===== src/rtl/mult_div_unit_pkg.sv =====
// Shared encodings for the iterative multiply/divide unit: operation select,
// FSM states and the mfhi/mflo request codes used by the register file.
package mult_div_unit_pkg;

  typedef enum logic [2:0] {
    MD_MULT  = 3'd0,
    MD_MULTU = 3'd1,
    MD_DIV   = 3'd2,
    MD_DIVU  = 3'd3,
    MD_MTHI  = 3'd4,
    MD_MTLO  = 3'd5
  } md_op_e;

  typedef enum logic [1:0] {
    S_IDLE = 2'd0,
    S_RUN  = 2'd1,
    S_FIX  = 2'd2
  } md_state_e;

  localparam logic [1:0] MOVE_NONE = 2'b00;
  localparam logic [1:0] MOVE_HIGH = 2'b01;
  localparam logic [1:0] MOVE_LOW  = 2'b10;

endpackage


===== src/rtl/mult_div_unit_md_step.sv =====
// One iteration of the multiply/divide datapath: right-shifting shift-add for
// multiply, left-shifting restoring shift-subtract for divide.
module md_step #(
  parameter int WIDTH = 32
) (
  input  logic [WIDTH-1:0] acc_i,
  input  logic [WIDTH-1:0] shreg_i,
  input  logic [WIDTH-1:0] opnd_i,
  input  logic             op_is_div_i,
  output logic [WIDTH-1:0] acc_o,
  output logic [WIDTH-1:0] shreg_o
);

  logic [WIDTH:0]   sum;
  logic [WIDTH:0]   rem_sh;
  logic [WIDTH-1:0] diff;

  always_comb begin
    sum    = {1'b0, acc_i} + (shreg_i[0] ? {1'b0, opnd_i} : '0);
    rem_sh = {acc_i, shreg_i[WIDTH-1]};
    // When the subtract succeeds the true difference is below the divisor,
    // so the low WIDTH bits of the modular difference are exact.
    diff   = rem_sh[WIDTH-1:0] - opnd_i;
    if (op_is_div_i) begin
      if (rem_sh >= {1'b0, opnd_i}) begin
        acc_o   = diff;
        shreg_o = {shreg_i[WIDTH-2:0], 1'b1};
      end else begin
        acc_o   = rem_sh[WIDTH-1:0];
        shreg_o = {shreg_i[WIDTH-2:0], 1'b0};
      end
    end else begin
      acc_o   = sum[WIDTH:1];
      shreg_o = {sum[0], shreg_i[WIDTH-1:1]};
    end
  end

endmodule


===== src/rtl/mult_div_unit.sv =====
// Iterative HI/LO multiply/divide unit: unsigned magnitudes are iterated one
// bit per cycle, then a single FIX cycle applies sign correction and writes HI/LO.
module mult_div_unit
  import mult_div_unit_pkg::*;
#(
  parameter int WIDTH = 32,
  parameter int ITER  = 32
) (
  input  logic             clk,
  input  logic             reset,
  input  logic             start,
  input  logic [2:0]       md_op,
  input  logic [WIDTH-1:0] rs_val,
  input  logic [WIDTH-1:0] rt_val,
  input  logic [1:0]       sig_mf_hi_lo,
  output logic [WIDTH-1:0] hi_reg,
  output logic [WIDTH-1:0] lo_reg,
  output logic             busy,
  output logic             done,
  output logic             stall
);

  localparam int CNT_W = (ITER > 1) ? $clog2(ITER) : 1;

  md_state_e        state_q, state_d;
  logic [CNT_W-1:0] cnt_q, cnt_d;
  logic [WIDTH-1:0] hi_q, hi_d, lo_q, lo_d;
  logic             busy_q, busy_d, done_q, done_d;
  logic [WIDTH-1:0] acc_q, acc_d, shreg_q, shreg_d, opnd_q, opnd_d;
  logic             sa_q, sa_d, sb_q, sb_d, is_div_q, is_div_d, div0_q, div0_d;
  logic [WIDTH-1:0] step_acc, step_sh;

  function automatic logic signed [WIDTH-1:0] neg_w(input logic signed [WIDTH-1:0] x);
    return -x;
  endfunction

  function automatic logic signed [2*WIDTH-1:0] neg_2w(input logic signed [2*WIDTH-1:0] x);
    return -x;
  endfunction

  md_step #(.WIDTH(WIDTH)) u_step (
    .acc_i       (acc_q),
    .shreg_i     (shreg_q),
    .opnd_i      (opnd_q),
    .op_is_div_i (is_div_q),
    .acc_o       (step_acc),
    .shreg_o     (step_sh)
  );

  logic             is_signed;
  logic [2*WIDTH-1:0] prod_fix;
  logic [WIDTH-1:0] quo_fix, rem_fix;

  always_comb begin
    state_d   = state_q;
    cnt_d     = cnt_q;
    hi_d      = hi_q;
    lo_d      = lo_q;
    busy_d    = busy_q;
    done_d    = 1'b0;
    acc_d     = acc_q;
    shreg_d   = shreg_q;
    opnd_d    = opnd_q;
    sa_d      = sa_q;
    sb_d      = sb_q;
    is_div_d  = is_div_q;
    div0_d    = div0_q;
    is_signed = (md_op == MD_MULT) || (md_op == MD_DIV);
    prod_fix  = (sa_q ^ sb_q) ? neg_2w({acc_q, shreg_q}) : {acc_q, shreg_q};
    quo_fix   = div0_q ? '1 : ((sa_q ^ sb_q) ? neg_w(shreg_q) : shreg_q);
    rem_fix   = sa_q ? neg_w(acc_q) : acc_q;

    case (state_q)
      S_IDLE: begin
        if (start) begin
          case (md_op)
            MD_MTHI: hi_d = rs_val;
            MD_MTLO: lo_d = rs_val;
            MD_MULT, MD_MULTU, MD_DIV, MD_DIVU: begin
              sa_d     = is_signed & rs_val[WIDTH-1];
              sb_d     = is_signed & rt_val[WIDTH-1];
              shreg_d  = sa_d ? neg_w(rs_val) : rs_val;
              opnd_d   = sb_d ? neg_w(rt_val) : rt_val;
              acc_d    = '0;
              is_div_d = (md_op == MD_DIV) || (md_op == MD_DIVU);
              div0_d   = (rt_val == '0);
              cnt_d    = CNT_W'(ITER - 1);
              busy_d   = 1'b1;
              state_d  = S_RUN;
            end
            default: ;
          endcase
        end
      end
      S_RUN: begin
        acc_d   = step_acc;
        shreg_d = step_sh;
        if (cnt_q == '0) state_d = S_FIX;
        else             cnt_d   = cnt_q - CNT_W'(1);
      end
      S_FIX: begin
        if (is_div_q) begin
          hi_d = rem_fix;
          lo_d = quo_fix;
        end else begin
          hi_d = prod_fix[2*WIDTH-1:WIDTH];
          lo_d = prod_fix[WIDTH-1:0];
        end
        done_d  = 1'b1;
        busy_d  = 1'b0;
        state_d = S_IDLE;
      end
      default: state_d = S_IDLE;
    endcase
  end

  always_ff @(posedge clk) begin
    if (reset) begin
      state_q <= S_IDLE;
      cnt_q   <= '0;
      hi_q    <= '0;
      lo_q    <= '0;
      busy_q  <= 1'b0;
      done_q  <= 1'b0;
    end else begin
      state_q <= state_d;
      cnt_q   <= cnt_d;
      hi_q    <= hi_d;
      lo_q    <= lo_d;
      busy_q  <= busy_d;
      done_q  <= done_d;
    end
  end

  // Iteration datapath carries no reset; it is fully loaded when an op is accepted.
  always_ff @(posedge clk) begin
    acc_q    <= acc_d;
    shreg_q  <= shreg_d;
    opnd_q   <= opnd_d;
    sa_q     <= sa_d;
    sb_q     <= sb_d;
    is_div_q <= is_div_d;
    div0_q   <= div0_d;
  end

  assign hi_reg = hi_q;
  assign lo_reg = lo_q;
  assign busy   = busy_q;
  assign done   = done_q;
  assign stall  = busy_q && (start || (sig_mf_hi_lo != MOVE_NONE));

endmodule


===== config.mk =====
export PLATFORM = sky130hd
export DESIGN_NAME = mult_div_unit
export DESIGN_NICKNAME = d
export VERILOG_FILES = /design/src/rtl/mult_div_unit_pkg.sv /design/src/rtl/mult_div_unit_md_step.sv /design/src/rtl/mult_div_unit.sv
export SDC_FILE = /design/constraint.sdc
export NUM_CORES = 1
export LEC_CHECK = 0
export CAP_MARGIN = 20
export CORE_UTILIZATION = 50
export DETAILED_ROUTE_END_ITERATION = 12
export PLACE_DENSITY = 0.74
export SLEW_MARGIN = 20
export SYNTH_ARGS = -nofsm -noshare
export SYNTH_HDL_FRONTEND = slang
export SYNTH_HIERARCHICAL = 1
export SYNTH_SLANG_ARGS = --single-unit

===== constraint.sdc =====
create_clock -name clk -period 3.82 [get_ports clk]
set_input_delay 0.764 -clock clk [delete_from_list [all_inputs] [get_ports clk]]
set_output_delay 0.764 -clock clk [all_outputs]
set_load 0.01 [all_outputs]

Word level (Yosys, flattened, before mapping)
Cells that the tools add are included.

word-level totals
  output and inout bits = 67
  bits of input ports = 72
  logic and storage cells = 94
  bits in registers = 173

cells by class
  multiplexer cells = 37
  bitwise gates (word level) = 3
  order comparisons = 1
  reduce and logical (&&, ||, !) cells = 19
  $add $sub $neg = 8
  equal/unequal tests = 13

operator list
  cell                 number
  $mux 32              19
  $pmux 32 s2          4
  $neg 32->32          4
  $mux 64              1
  $neg 64->64          1
  $add 32x33->33       1
  $ge 33x32->1         1
  $logic_not 32->1     1
  $sub 32x32->32       1
  $reduce_and 3->1     6
  $mux 5               3
  $pmux 5 s2           1
  $eq 3x2->1 const B   2
  $eq 3x3->1 const B   2
  $mux 2               3
  $ne 2x1->1 const B   3
  $ne 2x2->1 const B   3
  $reduce_bool 2->1    3
  $logic_not 5->1      1
  $sub 5x1->5 const B  1
  $mux 1               4
  $pmux 2 s2           1
  $reduce_and 4->1     1
  $reduce_or 4->1      1
  other kinds (10)     13

Longest topological paths before layout
Gate-level depths: netlist (run 1).

  depth in word-level cells = 7
  mapped depth = 14
  mapped depth without buffers = 14

Cells and area by module
Netlist (run 1), hierarchy kept.

by module, submodules not included
  module         cells each  sequential area each (um^2)  times used  area an instance (um^2)
  mult_div_unit  1110        4464.3                       1           10009.6
  md_step        646         0.0                          1           4583.1

Worst setup path before layout (run 1)
Ideal clock, no wire load.

  kind = reg2reg
  from = reg shreg_q[0]
  to = reg acc_q[31], data pin
  period minus slack after synthesis = 3564 ps
  data arrival time = 3309 ps
  path buffers = 1
  setup time = 255 ps
  cell stages (with the launch flop) = 15
  setup slack = 256 ps
  data required time = 3565 ps
  path through = edfxtp_1 -> clkbuf_1 -> and2_1 -> ha_1 -> fa_1 -> a211oi_1 -> nor4_1 -> nor3_2 -> nor3_1 -> o221a_2 -> a221o_1 -> a22oi_1 -> a21boi_0 -> o32a_1 -> and2_1

between the ends
  longest elaborated chain between the ends = 4

ends and longest elaborated chain
  what                      RTL line                     RTL
  start: declaration        mult_div_unit.sv:29          logic [WIDTH-1:0] acc_q, acc_d, shreg_q, shreg_d, opnd_q, opnd_d;
  start signal: assignment  mult_div_unit.sv:138         shreg_q <= shreg_d;
  $mux 32                   mult_div_unit_md_step.sv:19  sum = {1'b0, acc_i} + (shreg_i[0] ? {1'b0, opnd_i} : '0);
  $add 32x33->33            mult_div_unit_md_step.sv:19
  $mux 32                   mult_div_unit_md_step.sv:24  if (op_is_div_i) begin
  via step_acc[31]          mult_div_unit.sv:31          logic [WIDTH-1:0] step_acc, step_sh;
  $pmux 32 s2               mult_div_unit.sv:73          case (state_q)
  end signal: assignment    mult_div_unit.sv:137         acc_q <= acc_d;
  end: declaration          mult_div_unit.sv:29

The timed path passes the listed nets, and every way through them passes these cells.
A chain may end at the register's enable or synchronous reset.

Final worst setup path (run 1)
  from = reg shreg_q[0]
  to = reg acc_q[30], data pin

Same word-level chain as after synthesis.

==> metrics.md, run 1 <==
| Metric | Value |
|---|---|
| Critical Path Source Type | `register` |
| Sequential power share | `35.9%` |
| Post-synthesis sequential area ratio | `30.6%` |
| Root Buffer Master | `clkbuf_16` |
| Setup ws final | `0.115 ns` |
| Post-synth cell types | `88` |
| Worst-path cell chain | `buf_4, buf_4, and2_1, ha_1, nand3_1, o211ai_1, o22ai_1, o2111a_1, o211ai_1, nand2_1, o21ai_1, nand3b_1, o221a_1, and2_1` |
| GP Congestion | `1.01` |
| Post-DP HPWL | `36.3 mm` |
| Reg-to-Reg End | `acc_q[30]` |
| Mapped cell area | `14600 um^2` |
| Post-Route WL | `48.4 mm` |
| Vias in the first global route | `13600` |
| Main combinational cell family by area after synthesis | `compound AO/OA/AOI/OAI gates` |
| Wire length per cell | `21.0 um` |
| Proportion of layout cells with a drive suffix above 1 | `10.7%` |
| Switching Share | `37.9%` |
| R2r setup slk | `0.11 ns` |
| Slew Viols, Final | `0` |
| Clock sinks | `173` |
| Clock Latency Late Sink | `0.45 ns` |
| Sw Pwr | `0.00248 W` |
| CTS tree | `done` |
| Slew margin rel. | `42.2%` |
| CP endpoint kind | `register` |
| Clock share of power | `27.6%` |
| Worst-path maximum fanout | `13` |
| Site Rows | `62` |
| Slowest-stage cell, CP | `edfxtp_1` |
| Worst Reg-to-Reg Cells | `14` |
| Gate power share | `36.5%` |
| Simple-Gate Fraction of Synth Area | `20.6%` |
| Worst ir drop on vdd | `0.249 mV` |
| Slowest stage delay, CP | `0.49 ns` |
| Fmax achieved | `0.270 GHz` |
| Cells after Synth | `1756` |
| Internal Power | `0.00406 W` |
| Initial antenna violation count | `1` |
| Number of fill cells in the layout | `2544` |
| Post-Synth Adder-Cell Area | `6.28%` |
| I/O pins | `139` |
| Fin cells | `2305` |
| Arrival @ worst endpoint | `3.92 ns` |
| CP top delay family | `compound AO/OA/AOI/OAI gates` |
| Clk pin slew, worst setup/hold paths | `0.08 ns` |
| Post-synthesis xor/xnor area fraction | `9.96%` |
| Crit path kind | `register to register` |
| Worst slew pin tran | `0.865 ns` |
| Leakage | `6.41 nW` |
| Ant diodes | `0` |
| Post-synthesis average cell area | `8.31 um^2` |
| Chip width | `173 um` |
| Post-Place Cells | `2268` |
| Final Hold Fails | `0` |
| Origin of the critical flop-to-flop path | `shreg_q[0]` |
| Post-CTS Hold Buffers | `0` |
| EDFF count, synth | `100` |
| PD cells | `375 nW/um^2` |
| Vias per inst | `6.32` |
| Final period utilization | `97.0%` |
| CP bufs+invs | `2` |
| Yosys reg bits | `173` |
| Worst hold path type | `register to register` |
| Required @ worst endpoint | `4.03 ns` |
| Starting DRT DRC Count | `1432` |
| Compound-gate portion of the synthesized area | `23.7%` |
| Final nets | `2052` |
| Synth Flop Type | `edfxtp_1` |
| Synth top area share | `20.6%` |
| Via count | `14600` |
| Die area | `29900 um^2` |
| First-pass GRT wire length | `74.9 mm` |
| Number of cells on the critical path | `14` |
| Mapped Nets | `1900` |
| Initial Util | `50.8%` |
| Post-synth ARST share | `0%` |
| First-pass iteration count of the detailed router | `6` |
| CTS Buf Count | `17` |
| Post-DRT Antenna Nets | `0` |
| Top cells by area, synth | `edfxtp_1, dfxtp_1, xnor2_1, ha_1, a21oi_1` |
| Grt ovf | `0` |
| Post-synth top area cell | `edfxtp_1` |
| CP startpoint | `shreg_q[0]` |
| Total GRT Usage | `31.6%` |
| Total chip power | `0.00653 W` |
| CTS HTree Levels | `4` |
| Crit path to | `acc_q[30]` |
| CTS max path bufs | `2` |
| # port buffers | `138` |
| Final setup fails | `0` |
| Status | `finished clean` |
| CORE AREA | `28700 um^2` |
| Die height | `173 um` |
| Setup WS pre-CTS | `0.0845 ns` |
| Largest net degree at the start of global routing | `102` |
| Post-synthesis mux area share | `4.16%` |
| Minimum clock period | `3.71 ns` |
| Yosys Warn Count | `6` |
| DRC Markers | `0` |
| Syn-to-layout area delta | `19.3%` |
| Clock Skew | `0.0256 ns` |
| Max-capacitance violation count | `0` |
-- routing by layer --
layer | vias to the layer above | part of all wire [%] | track usage (%)
li1 | 6813 | - | -
met1 | 6887 | 42 | 41.6
met2 | 748 | 47 | 53.1
met3 | 119 | 7.4 | 3.56
met4 | 0 | 3.8 | 12.5
met5 | - | 0 | 0
-- power by group through the flow --
stage	combinational [W]	clock (W)	sequential, W
floorplan	0.00155	0	0.00236
global placement	0.00225	0	0.00238
detailed placement	0.00230	0	0.00238
CTS	0.00231	0.00181	0.00234
global route	0.00257	0.00188	0.00236
finish	0.00239	0.00180	0.00235
-- through the flow --
stage                     hold slack, ns  TNS, ns  area (um^2)  util [%]
final                              0.454        0        17400      60.6
after global routing               0.475  -0.0321        17400      60.6
after CTS                          0.456        0        17300      60.4
after detailed placement           0.445        0        16700      58.3
after global placement             0.440        0        16700      58.3
after floorplan                    0.476        0        14600         -
-- how the worst min path moves through the flow --
stage	from	endpoint	cells past startpoint
2_1_floorplan	lo_reg[0]	lo_reg[0]	2
3_3_place_gp	lo_reg[4]	lo_reg[4]	2
3_5_place_dp	lo_reg[7]	lo_reg[7]	2
4_1_cts	lo_reg[3]	lo_reg[3]	2
5_1_grt	lo_reg[7]	lo_reg[7]	2
6_report	lo_reg[3]	lo_reg[3]	2
-- worst register-to-register path, cell delays in order (launching register included) --
cell,delay (ns)
edfxtp_1,0.49
buf_4,0.23
buf_4,0.16
and2_1,0.14
ha_1,0.36
nand3_1,0.09
o211ai_1,0.35
o22ai_1,0.23
o2111a_1,0.35
o211ai_1,0.32
nand2_1,0.15
o21ai_1,0.24
nand3b_1,0.12
o221a_1,0.13
and2_1,0.13
-- cells in the mapped netlist (23+ instances only) --
cell,instances
nand2_1,159
nor2_1,148
a21oi_1,142
o21ai_0,112
xnor2_1,101
edfxtp_1,100
inv_1,77
clkbuf_1,73
dfxtp_1,73
and2_1,70
ha_1,70
xor2_1,65
nor3_1,43
mux2_2,33
nand3_1,32
o221ai_1,30
nor4_1,27
o31ai_1,27
a31oi_1,24
nand4_1,23
-- cells by family (layout without fill, tap and decap cells) --
group,Yosys count,in the layout
xor+xnor,166,166
buf+inv,168,333
simple gates,599,599
compound gates,522,522
fa+ha+maj,72,72
flops,173,173
mux,56,56
-- final cells by class --
| cell class | instances | area, um^2 | area share, % |
|---|---|---|---|
| Timing Repair Buffer | 224 | 2070 | 11.9 |
| Sequential cell | 173 | 4460 | 25.7 |
| Clock inverter | 15 | 176 | 1.01 |
| Tap cell | 384 | 480 | 2.76 |
| Multi-Input combinational cell | 1415 | 9500 | 54.6 |
| Clock buffer | 17 | 425 | 2.44 |
| Inverter | 77 | 289 | 1.66 |
-- placed cells by master, fill, tap and decap left out, drive strengths merged, types with 11 or more instances in the layout --
cell,instances
o221ai,30
nand2,159
a21o,21
inv,82
xnor2,101
or4,14
dfxtp,73
nor3,47
a21oi,144
a2111oi,17
buf,87
nor2,149
o21bai,11
o211ai,21
nand3,32
mux2,34
nand4,24
clkbuf,17
nand2b,12
nor4,29
a211oi,13
and2,70
or3,18
mux2i,22
ha,70
clkdlybuf4s50,137
o21ai,131
o31ai,29
xor2,65
a31oi,24
edfxtp,100
-- timing repair --
action,CTS,global route
setup buffers,0,5
setup endpoints to repair,0,32
gates resized for setup,0,6
No activity file was read; power rests on OpenSTA's default activity.
==> run 2: changes to the inputs <==
--- a/config.mk
+++ b/config.mk
@@ -9,6 +9,7 @@
 export CORE_UTILIZATION = 50
 export DETAILED_ROUTE_END_ITERATION = 12
 export PLACE_DENSITY = 0.74
+export SETUP_SLACK_MARGIN = 0.5
 export SLEW_MARGIN = 20
 export SYNTH_ARGS = -nofsm -noshare
 export SYNTH_HDL_FRONTEND = slang
==> run 2 against run 1 <==
Net effect: first-iteration DRC count grew 17%; power rose by 5.5%; clock-buffer cell count grew 2; sequential share of layout area down 1.6 points; critical path type unchanged; largest cell class unchanged; largest power group unchanged; highest routed layer unchanged.
==> metrics.md, run 2 (same netlist as run 1, synthesis figures left out) <==
| Metric | Value |
|---|---|
| CTS Buf Count | `17 (unchanged)` |
| CTS max path bufs | `2 (unchanged)` |
| Post-Route WL | `50.2 mm (+3.7%)` |
| Post-DP HPWL | `35.6 mm (-2.1%)` |
| Fmax achieved | `0.276 GHz (+2.3%)` |
| Slew Viols, Final | `0 (unchanged)` |
| Crit path kind | `register to register` |
| Slew margin rel. | `32.1% (-10 points)` |
| Clock Latency Late Sink | `0.45 ns (about the same)` |
| Clk pin slew, worst setup/hold paths | `0.07 ns (about the same)` |
| First-pass iteration count of the detailed router | `6 (unchanged)` |
| Cell area after layout | `18500 um^2 (+6.4%)` |
| Worst-path maximum fanout | `5 (-8)` |
| Post-DRT Antenna Nets | `0 (unchanged)` |
| Final setup fails | `0 (unchanged)` |
| Finished Core Util | `64.5% (+3.9 points)` |
| CTS tree | `done` |
| Chip width | `173 um (unchanged)` |
| CP endpoint kind | `register` |
| Root Buffer Master | `clkbuf_16` |
| Final TNS setup | `0 ns (unchanged)` |
| Via count | `14900 (+2.2%)` |
| Worst hold path type | `register to register` |
| CTS HTree Levels | `4 (unchanged)` |
| CORE AREA | `28700 um^2 (unchanged)` |
| Minimum clock period | `3.62 ns (-0.0847 ns)` |
| Final Hold Fails | `0 (unchanged)` |
| Clock sinks | `173 (unchanged)` |
| Number of fill cells in the layout | `2373 (-6.7%)` |
| Status | `finished clean` |
| Clock share of power | `25.8% (-1.8 points)` |
| Worst ir drop on vdd | `0.292 mV (+17%)` |
| Most frequent cells in the layout | `nand2_1, nor2_1, clkdlybuf4s50_1` |
| RSZ-0062 raised after global routing | `yes` |
| Max-capacitance violation count | `0 (unchanged)` |
| Leakage | `6.77 nW (+5.6%)` |
| Final hold slack | `0.451 ns (-0.00278 ns)` |
| Initial antenna violation count | `0 (-1)` |
| Die area | `29900 um^2 (unchanged)` |
| Largest net degree at the start of global routing | `68 (-33%)` |
| DRC Markers | `0 (unchanged)` |
| Worst slew pin tran | `1.02 ns (+0.151 ns)` |
| Cell Area, Placed | `16700 um^2 (-0.28%)` |
| Die height | `173 um (unchanged)` |
| Starting DRT DRC Count | `1675 (+17%)` |
| Grt ovf | `0 (unchanged)` |
| R2r setup slk | `0.20 ns (+0.08 ns)` |
| Final nets | `2111 (+2.9%)` |
| # port buffers | `138 (unchanged)` |
| Sw Pwr | `0.00252 W (+1.8%)` |
| Sequential power share | `34.0% (-1.9 points)` |
| Wire length per cell | `21.2 um (+1.1%)` |
| Syn-to-layout area delta | `26.9%` |
| Post-Place Cells | `2262 (-0.26%)` |
| I/O pins | `139 (unchanged)` |
| Site Rows | `62 (unchanged)` |
| Multi-input logic area | `10100 um^2 (+6.3%)` |
| Vias per inst | `6.30 (-0.33%)` |
| Initial Util | `50.8% (unchanged)` |
| Ant diodes | `0 (unchanged)` |
| Gate power share | `40.2% (+3.7 points)` |
| Switching Share | `36.6% (-1.3 points)` |
| GP Congestion | `0.979 (-3.3%)` |
| Arrival @ worst endpoint | `3.83 ns (-0.09 ns)` |
| Final period utilization | `94.8% (-2.2 points)` |
| Vias in the first global route | `13600 (-0.17%)` |
| Clock Skew | `0.0154 ns (-0.0102 ns)` |
| Proportion of layout cells with a drive suffix above 1 | `17.6% (+6.9 points)` |
| Fin cells | `2364 (+2.6%)` |
| First-pass GRT wire length | `76.0 mm (+1.4%)` |
| Internal Power | `0.00437 W (+7.7%)` |
| Commonest non-fill, non-tap cell in the layout | `nand2_1` |
| PD cells | `372 nW/um^2 (-0.88%)` |
| Register area | `4460 um^2 (unchanged)` |
| Post-CTS Hold Buffers | `0 (unchanged)` |
| Total GRT Usage | `32.0% (+0.41 points)` |
| Critical Path Source Type | `register` |
| Required @ worst endpoint | `4.03 ns (about the same)` |
==> run 2: critical path: stages (launching register included) <==
cell and delay (ns):
edfxtp_1 0.44, buf_12 0.18, and2_4 0.14, ha_4 0.16, fa_2 0.39, a211oi_4 0.27
nor4_2 0.08, nor3_2 0.35, nor3_4 0.08, o221a_4 0.24, a221o_1 0.37, a22oi_2 0.17
a21boi_1 0.09, o32a_1 0.28, and2_1 0.13
==> run 2: repair_timing <==
action	in CTS	in global routing
buffers inserted	24	42
pin swaps	24	50
gates resized for setup	37	93
endpoints found under the setup margin	33	36
gates cloned	2	2
==> run 2: cell type report <==
| cell class | count | area share [%] |
|---|---|---|
| Clock buffer | 19 | 2.45 |
| Clock inverter | 13 | 0.689 |
| Inverter | 77 | 1.56 |
| Multi-Input combinational cell | 1415 | 54.5 |
| Sequential cell | 173 | 24.1 |
| Tap cell | 384 | 2.59 |
| Timing Repair Buffer | 283 | 14.1 |
==> run 2: power by group through the flow <==
| stage | registers (W) | clock network [W] | logic, W |
|---|---|---|---|
| 2_1_floorplan | 0.00236 | 0 | 0.00155 |
| 3_3_place_gp | 0.00239 | 0 | 0.00223 |
| 3_5_place_dp | 0.00239 | 0 | 0.00226 |
| 4_1_cts | 0.00233 | 0.00180 | 0.00241 |
| 5_1_grt | 0.00236 | 0.00186 | 0.00296 |
| 6_report | 0.00234 | 0.00178 | 0.00277 |
==> run 2: stage by stage <==
stage	total power, W	setup WS (ns)
floorplan	0.00391	0.410
global placement	0.00461	0.172
detailed placement	0.00465	0.110
CTS	0.00654	0.267
global route	0.00718	0.0414
finish	0.00689	0.199
==> run 2: worst paths after layout <==
kind / depth (start not counted) / start / end
hold / removal: 2 / lo_reg[3] / lo_reg[3]
setup reg to reg: 14 / shreg_q[0] / acc_q[31]
setup / recovery: 14 / shreg_q[0] / acc_q[31]
hold reg to reg: 2 / lo_reg[3] / lo_reg[3]
==> run 2: metal layers <==
metal | routed length [um] | GRT usage, %
met1 | 20600 | 42.0
met2 | 23700 | 53.3
met3 | 3740 | 3.85
met4 | 2170 | 13.7
met5 | 0 | 0
